===== src/rtl/instr_stats.sv =====
// Purpose: MIPS retirement statistics: 8 counters (cycles/total/R/I/J/load/store/branch) with snapshot bank and sticky overflow.
// Latency: counters update on the clock edge; rd_data is combinational from rd_sel/rd_snap (visible the cycle after an update).
// Backpressure: none; op_valid is sampled every cycle and never stalled, controls are single-cycle pulses.
module instr_stats #(
   parameter int CNT_W    = 16,
   parameter bit SATURATE = 1'b1
) (
   input  logic             clk,
   input  logic             reset,
   input  logic             op_valid,
   input  logic [5:0]       op,
   input  logic             start,
   input  logic             stop,
   input  logic             clear,
   input  logic             snap,
   input  logic [2:0]       rd_sel,
   input  logic             rd_snap,
   output logic [CNT_W-1:0] rd_data,
   output logic             running,
   output logic [7:0]       ovf
);

   // counter slot indices, shared with rd_sel and ovf bit positions
   localparam int IDX_CYC = 0;
   localparam int IDX_TOT = 1;
   localparam int IDX_R   = 2;
   localparam int IDX_I   = 3;
   localparam int IDX_J   = 4;
   localparam int IDX_LD  = 5;
   localparam int IDX_ST  = 6;
   localparam int IDX_BR  = 7;

   localparam logic [CNT_W-1:0] CNT_MAX = '1;

   typedef enum logic [1:0] {
      ST_IDLE  = 2'd0,
      ST_COUNT = 2'd1,
      ST_HOLD  = 2'd2
   } state_t;

   state_t           r_state;
   state_t           w_state_nxt;
   logic [CNT_W-1:0] r_cnt  [8];
   logic [CNT_W-1:0] r_snap [8];
   logic [CNT_W-1:0] w_cnt_nxt [8];
   logic [7:0]       r_ovf;
   logic [7:0]       w_inc;
   logic [7:0]       w_ovf_set;
   logic             w_counting;

   // FSM state register
   always_ff @(posedge clk or negedge reset) begin
      if (!reset) begin
         r_state <= ST_IDLE;
      end else begin
         r_state <= w_state_nxt;
      end
   end

   // next state: clear beats stop beats start
   always_comb begin
      w_state_nxt = r_state;
      if (clear) begin
         w_state_nxt = ST_IDLE;
      end else if (stop) begin
         if (r_state == ST_COUNT) begin
            w_state_nxt = ST_HOLD;
         end
      end else if (start) begin
         if (r_state != ST_COUNT) begin
            w_state_nxt = ST_COUNT;
         end
      end
   end

   // a cycle counts when already in COUNT and not being cleared at this edge
   assign w_counting = (r_state == ST_COUNT) && !clear;

   // opcode classification into per-counter increment enables
   always_comb begin
      w_inc = '0;
      if (w_counting) begin
         w_inc[IDX_CYC] = 1'b1;
         if (op_valid) begin
            w_inc[IDX_TOT] = 1'b1;
            if (op == 6'b000000) begin
               w_inc[IDX_R] = 1'b1;
            end else if (op == 6'b000010 || op == 6'b000011) begin
               w_inc[IDX_J] = 1'b1;
            end else begin
               w_inc[IDX_I] = 1'b1;
            end
            case (op)
               6'b100000, 6'b100001, 6'b100011,
               6'b100100, 6'b100101:             w_inc[IDX_LD] = 1'b1;
               6'b101000, 6'b101001, 6'b101011: w_inc[IDX_ST] = 1'b1;
               6'b000001, 6'b000100, 6'b000101,
               6'b000110, 6'b000111:             w_inc[IDX_BR] = 1'b1;
               default: ;
            endcase
         end
      end
   end

   // per-counter next value, with saturate-or-wrap at all-ones
   always_comb begin
      w_ovf_set = '0;
      for (int i = 0; i < 8; i++) begin
         w_cnt_nxt[i] = r_cnt[i];
         if (w_inc[i]) begin
            if (r_cnt[i] == CNT_MAX) begin
               w_ovf_set[i] = 1'b1;
               w_cnt_nxt[i] = SATURATE ? CNT_MAX : '0;
            end else begin
               w_cnt_nxt[i] = r_cnt[i] + 1'b1;
            end
         end
      end
   end

   // live counters and sticky overflow flags
   always_ff @(posedge clk or negedge reset) begin
      if (!reset) begin
         for (int i = 0; i < 8; i++) begin
            r_cnt[i] <= '0;
         end
         r_ovf <= '0;
      end else if (clear) begin
         for (int i = 0; i < 8; i++) begin
            r_cnt[i] <= '0;
         end
         r_ovf <= '0;
      end else begin
         for (int i = 0; i < 8; i++) begin
            r_cnt[i] <= w_cnt_nxt[i];
         end
         r_ovf <= r_ovf | w_ovf_set;
      end
   end

   // snapshot bank captures pre-increment live values; clear wins over snap
   always_ff @(posedge clk or negedge reset) begin
      if (!reset) begin
         for (int i = 0; i < 8; i++) begin
            r_snap[i] <= '0;
         end
      end else if (clear) begin
         for (int i = 0; i < 8; i++) begin
            r_snap[i] <= '0;
         end
      end else if (snap) begin
         for (int i = 0; i < 8; i++) begin
            r_snap[i] <= r_cnt[i];
         end
      end
   end

   assign rd_data = rd_snap ? r_snap[rd_sel] : r_cnt[rd_sel];
   assign running = (r_state == ST_COUNT);
   assign ovf     = r_ovf;

endmodule

===== config.mk =====
export PLATFORM = sky130hd
export DESIGN_NAME = instr_stats
export DESIGN_NICKNAME = d
export VERILOG_FILES = /design/src/rtl/instr_stats.sv
export SDC_FILE = /design/constraint.sdc
export NUM_CORES = 1
export LEC_CHECK = 0
export ABC_AREA = 1
export CELL_PAD_IN_SITES_DETAIL_PLACEMENT = 1
export CELL_PAD_IN_SITES_GLOBAL_PLACEMENT = 1
export CORE_MARGIN = 1.5
export CORE_UTILIZATION = 50
export DETAILED_ROUTE_END_ITERATION = 10
export PLACE_DENSITY_LB_ADDON = 0.1
export SYNTH_ARGS = -nofsm -noshare
export SYNTH_HDL_FRONTEND = slang
export SYNTH_SLANG_ARGS = --single-unit

===== constraint.sdc =====
create_clock -name clk -period 2.85 [get_ports clk]
set_input_delay 0.285 -clock clk [delete_from_list [all_inputs] [get_ports clk]]
set_output_delay 0.285 -clock clk [all_outputs]
set_load 0.005 [all_outputs]

After elaboration in Yosys (flattened, before gate mapping)

Index checks and enable logic that the tools add are counted.

Bits in registers: 266
Bits of input ports: 17
Output and inout port bits: 25
Logic and storage cells: 131

Add/subtract/negate cells: 8
Order comparisons: 1
Equality and inequality tests: 26
Mux-type cells: 57
Bitwise gates (word level): 2
Reduce and logical (&&, ||, !) cells: 19

Operators with widths:

| operator                                                  | count |
|---|---|
| two-way mux 128 bit                                       | 3 |
| two-way mux 16 bit                                        | 21 |
| adder 16 x 1 -> 16 bit (second input constant)            | 8 |
| == test 16 bit (second input constant)                    | 8 |
| binary-select mux 16 bit (select 3 bit)                   | 2 |
| == test 6 bit (second input constant)                     | 8 |
| == test 6 x 3 -> 1 bit (second input constant)            | 4 |
| two-way mux 1 bit                                         | 22 |
| nonzero test 2 bit                                        | 9 |
| two-way mux 8 bit                                         | 2 |
| == test 6 x 2 -> 1 bit (second input constant)            | 2 |
| two-way mux 2 bit                                         | 6 |
| OR reduction 5 bit                                        | 2 |
| bitwise OR 8 bit                                          | 1 |
| two-way mux 7 bit                                         | 1 |
| == test 6 x 1 -> 1 bit (second input constant)            | 1 |
| zero test 6 bit                                           | 1 |
| nonzero test 3 bit                                        | 2 |
| greater-or-equal comparator 4 bit (second input constant) | 1 |
| NOT 3 -> 4 bit                                            | 1 |
| inequality test 3 x 1 -> 1 bit (second input constant)    | 1 |
| AND reduction 3 bit                                       | 1 |
| OR reduction 3 bit                                        | 1 |
| == test 2 x 1 -> 1 bit (second input constant)            | 1 |
| other kinds (4)                                           | 4 |

Longest topological paths before layout

Depth after elaboration: 9
Depth in mapped cells: 10
Gate-level depth less buffers: 9

Worst setup path before layout

OpenSTA, ideal clock, no wires.

Kind: register to register
From: register r_cnt[96] (netlist name)
To: register r_cnt[102] (netlist name)
Setup time: 0.087 ns
Arrival time: 1.443 ns
Required time: 2.763 ns
Slack: 1.321 ns
Cell stages (with the launch flop): 9
Buffers on the path: 1
Period minus slack after synthesis: 1.529 ns
Path through: dfrtp_1 -> ha_1 -> nand2_1 -> nor2_2 -> nand2_1 -> nor2_2 -> nand2_2 -> buf_2 -> o211ai_1

Longest elaborated chain between the ends: 4
Elaborated cells between the ends (all ways): 5
Those cells by class: 1 x add/sub; 1 x eq/ne; 3 x mux

RTL lines:

| element                                                         | RTL line | RTL |
|---|---|---|
| start: declaration                                              | 43       | `logic [CNT_W-1:0] r_cnt [8];` |
| start signal: indexed assignment                                | 135      | `r_cnt[i] <= w_cnt_nxt[i];` |
| adder 16 x 1 -> 16 bit / == test 16 bit (equally long branches) | 115, 111 |  |
| two-way mux 16 bit *                                            | 111      | `if (r_cnt[i] == CNT_MAX) begin` |
| two-way mux 16 bit *                                            | 110      | `if (w_inc[i]) begin` |
| two-way mux 128 bit *                                           | 128      | `end else if (clear) begin` |

Mark *: on every way between the ends. The rest lies on a longest branch, timed or not. The select of a mux whose other input is x is not followed.
A chain may end at the register's enable or synchronous reset.

Worst setup path in the final report

From: input port rd_sel[2]
To: output port rd_data[14]

Longest elaborated chain between the ends: 5
Elaborated cells between the ends (all ways): 8
Those cells by class: 7 x mux; 1 x bitwise

RTL lines:

| element                                               | RTL line | RTL |
|---|---|---|
| start: declaration                                    | 16       | `input logic [2:0] rd_sel,` |
| NOT 3 -> 4 bit (not written as such) *                | 158      | `assign rd_data = rd_snap ? r_snap[rd_sel] : r_cnt[rd_sel];` |
| binary-select mux 16 bit (select 3 bit)               | 158      |  |
| two-way mux 16 bit (not written as such) (2 in a row) | 158      |  |
| two-way mux 16 bit *                                  | 158      |  |
| end: declaration                                      | 18       | `output logic [CNT_W-1:0] rd_data,` |

Marked as above.

==> summary.md <==
| Metric | Value |
|---|---|
| Status | `finished with violations` |
| Failing checks | `DRC` |
| Final-report setup violation count | `0` |
| Slowest library cell on the worst path | `clkdlybuf4s50_1` |
| Period utilisation layout | `96.2%` |
| Buffer levels on the longest clock path | `3` |
| Share of layout cells above drive strength 1 | `5.99%` |
| Relative area change from synthesis to final layout | `12.2%` |
| Count of max-cap constraint violations | `0` |
| Proportion of netlist area held by the largest area contributor | `42.3%` |
| Clock-pin slew on the worst setup and hold paths | `0.06 ns` |
| Share of total power in the clock network | `46.7%` |
| Area contributors post-synth | `dfrtp_1, nand2_1, nand3_1` |
| M3 GR Usage | `5.90%` |
| Path type of the worst min-delay path | `in -> async` |
| Post-synth net total | `2,209` |
| Highest-utilization routing layer at the global route stage | `met2` |
| Crit-path max cell delay | `0.54 ns` |
| Fmax | `365 MHz` |
| Sequential share of the synthesized area | `42.3%` |
| Worst reg2reg setup slack | `0.69 ns` |
| Global-route wire length before repair | `95,200 um` |
| Worst r2r path cells | `7` |
| List of cells traversed by the critical path | `clkdlybuf4s50_1 -> clkinvlp_4 -> nand3_1 -> nand3_1 -> nand2_1 -> clkdlybuf4s50_1` |
| Die Wd | `180 um` |
| Number of rows in the core area | `64` |
| Stages on worst setup path | `6` |
| Leading cell type in the layout, fill and taps excluded | `nand2_1` |
| Maximum number of pins on one net before global-route repair | `98` |
| Peak supply drop | `0.496 mV` |
| Number of antenna violations at the first check in global routing | `0` |
| Crit. End Element | `primary output` |
| Via-per-instance ratio | `6.14` |
| First drt pass iteration count | `10` |
| Async set-or-reset flop fraction in the synthesized netlist | `100%` |
| Detailed-route DRC error count | `3` |
| Fill count | `3,941` |
| Total Wirelength | `60,500 um` |
| Critical path fanouts, max | `32` |
| Effective utilization at floorplan | `51.1%` |
| Delay-heaviest family, CP | `buffers and inverters` |
| Met2 demand-to-capacity share in global routing | `58.3%` |
| Yosys reg bits | `266` |
| Sw power | `0.00225 W` |
| Slew margin rel. | `22.9%` |
| Final routed wire length divided by cell count | `23.1 um` |
| Vias in the first global route | `16.4k` |
| Overall via count from detail_route | `16.1k` |
| Transition time at the pin with the least slew margin | `1.15 ns` |
| Sum of net half-perimeters after detailed placement | `43,500 um` |
| Number of flops mapped to enable cells by yosys | `0` |
| Overflow left after global routing | `0` |
| Gpl congestion | `0.942` |
| Area of the mapped netlist | `15,700 um^2` |
| Worst reg2reg path startpoint | `r_cnt[33]` |
| Die height | `180 um` |
| Crit path DAT | `2.46 ns` |
| Leak Pwr | `7.97 nW` |
| Launching instance or port of the critical path | `rd_sel[2]` |
| Number of warning messages in the yosys log | `0` |
| Count of input and output buffers | `41` |
| Sinks on Clock Net | `266` |
| Endpoints failing hold | `0` |
| Critical path destination | `rd_data[14]` |
| Comb power frac | `8.8%` |
| Fin. max-slew vios | `0` |
| Required time of the critical path | `2.57 ns` |
| Prevailing post-synth register cell | `dfrtp_1` |
| Post-CTS setup-driven buffer insertion count | `0` |
| Inserted Clock Buffers | `31` |
| Largest clock skew in the final design | `0.0325 ns` |
| Number of distinct library cell variants in the gate-level netlist after synthesis | `40` |
| Critical path startpoint category | `input port` |
| Sequential share of power | `44.5%` |
| CTS root buf | `clkbuf_16` |
| Core area | `30,700 um^2` |
| Cell accounting for the most synthesized area | `dfrtp_1` |
| Total Die Area | `32,500 um^2` |
| Unrepaired setup endpoints after global routing | `false` |
| Pwr dens | `485 nW/um^2` |
| Avg Inst Size Synth | `7.20 um^2` |
| Number of antenna-violating nets in the routed design | `0` |
| Boundary Pins | `42` |
| Number of levels in the clock H-tree | `1` |
| Synthesized instance count | `2,184` |
| Highest-count cells in the layout ignoring fill and taps | `nand2_1, inv_1, dfrtp_1` |
| Worst path buffer plus inverter count | `3` |
| Worst hold slack | `0.274 ns` |
| Setup CP Type | `in -> out` |
| Switching share of power | `26.3%` |
| Sum of negative setup slack | `0 ns` |
| Cell Int Power | `0.00630 W` |
| Capture instance of the worst register-to-register path | `ovf[5]` |
| Number of DRC violations after detailed-routing iteration 0 | `1,615` |
| Antenna diode count | `0` |
| Minimum clock period after layout | `2.74 ns` |
| Clock tree from TritonCTS | `yes` |
| Final net count | `2,226` |
| GR Util met1 | `52.1%` |
| Clock Latency Late Sink | `0.60 ns` |
| Total GRT Usage | `37.4%` |
worst register-to-register path, delay by kind of cell (launching register included):
family	cells	cell delay, ns
adders and majority gates	1	0.30
DFF	1	0.39
buffers and inverters	1	0.10
AOI/OAI and AO/OA	1	0.17
and+or+nand+nor	4	1.14
power groups by stage:
| stage | combinational (W) | sequential [W] | clock [W] |
|---|---|---|---|
| final | 0.000754 | 0.00380 | 0.00399 |
| after global routing | 0.000807 | 0.00380 | 0.00413 |
| after CTS | 0.000745 | 0.00380 | 0.00398 |
| after detailed placement | 0.000737 | 0.00387 | 0 |
| after global placement | 0.000730 | 0.00387 | 0 |
| after floorplan | 0.000377 | 0.00387 | 0 |
area by class of cell:
cell class	instances	area [um^2]	area share [%]
clock buffer	47	876	4.97
tap	396	495	2.81
timing repair buffer	95	935	5.30
clock inverter	7	103	0.582
multi-input combinational	1491	7380	41.8
inverter	316	1190	6.77
sequential	266	6660	37.7
per-layer routing:
| metal | share of wire, % | routed length [um] | vias to the layer above |
|---|---|---|---|
| met1 | 43 | 26200 | 8035 |
| met4 | 4.6 | 2810 | 0 |
| met3 | 7.5 | 4560 | 164 |
| li1 | - | - | 7249 |
| met5 | 0 | 0 | - |
| met2 | 45 | 26900 | 623 |
per-stage QoR:
| stage | cells | setup slack [ns] | utilization [%] | area [um^2] | power, W |
|---|---|---|---|---|---|
| after floorplan | 2184 | 1.32 | - | 15700 | 0.00424 |
| after global placement | 2563 | 0.262 | 54.1 | 16600 | 0.00460 |
| after detailed placement | 2563 | 0.178 | 54.1 | 16600 | 0.00461 |
| after CTS | 2618 | 0.167 | 57.4 | 17600 | 0.00853 |
| after global routing | 2618 | 0.0181 | 57.4 | 17600 | 0.00874 |
| final | 2618 | 0.108 | 57.4 | 17600 | 0.00855 |
synth_stat cells, types with 4 or more instances:
cell and n:
buf_6 5, o22ai_1 112, buf_4 6, inv_1 312, nand4_1 35, buf_2 26, buf_1 8, dfrtp_1 266
clkbuf_1 65, o211ai_1 83, ha_1 8, nand3_1 265, nand3b_1 4, a21oi_1 81, nor3_1 11, nand2_2 4
xor2_1 29, nor2_2 9, o21ai_0 152, nand2_1 523, nor2_1 146
repair_timing:
action | in CTS | in global routing
hold endpoints to repair | 69 | 0
resized for setup | 0 | 1
setup endpoints to repair | 0 | 1
hold buffers | 1 | 0
state kept, by name (all words and copies together) (netlist names):
register,count
ovf,8
r_snap,128
r_state,2
r_cnt,128
worst min path at each step:
stage	to	startpoint	cells past startpoint	slack, ns
3_5_place_dp	r_cnt[78]	reset	1	0.32
6_report	r_cnt[72]	reset	2	0.27
4_1_cts	r_cnt[83]	reset	2	0.32
3_3_place_gp	r_cnt[78]	reset	1	0.32
5_1_grt	ovf[3]	reset	2	0.34
2_1_floorplan	ovf[0]	reset	0	-0.01
kinds of logic after synthesis:
| family | after synthesis | share of synthesized area (%) |
|---|---|---|
| XOR/XNOR | 31 | 1.73 |
| AO/OA/AOI/OAI | 437 | 16.2 |
| AND/OR/NAND/NOR | 1015 | 28.3 |
| adder cells (fa/ha/maj) | 8 | 0.636 |
| flip-flops | 266 | 42.3 |
| buffers and inverters | 427 | 10.8 |
Power figures use the tool's default switching activity.
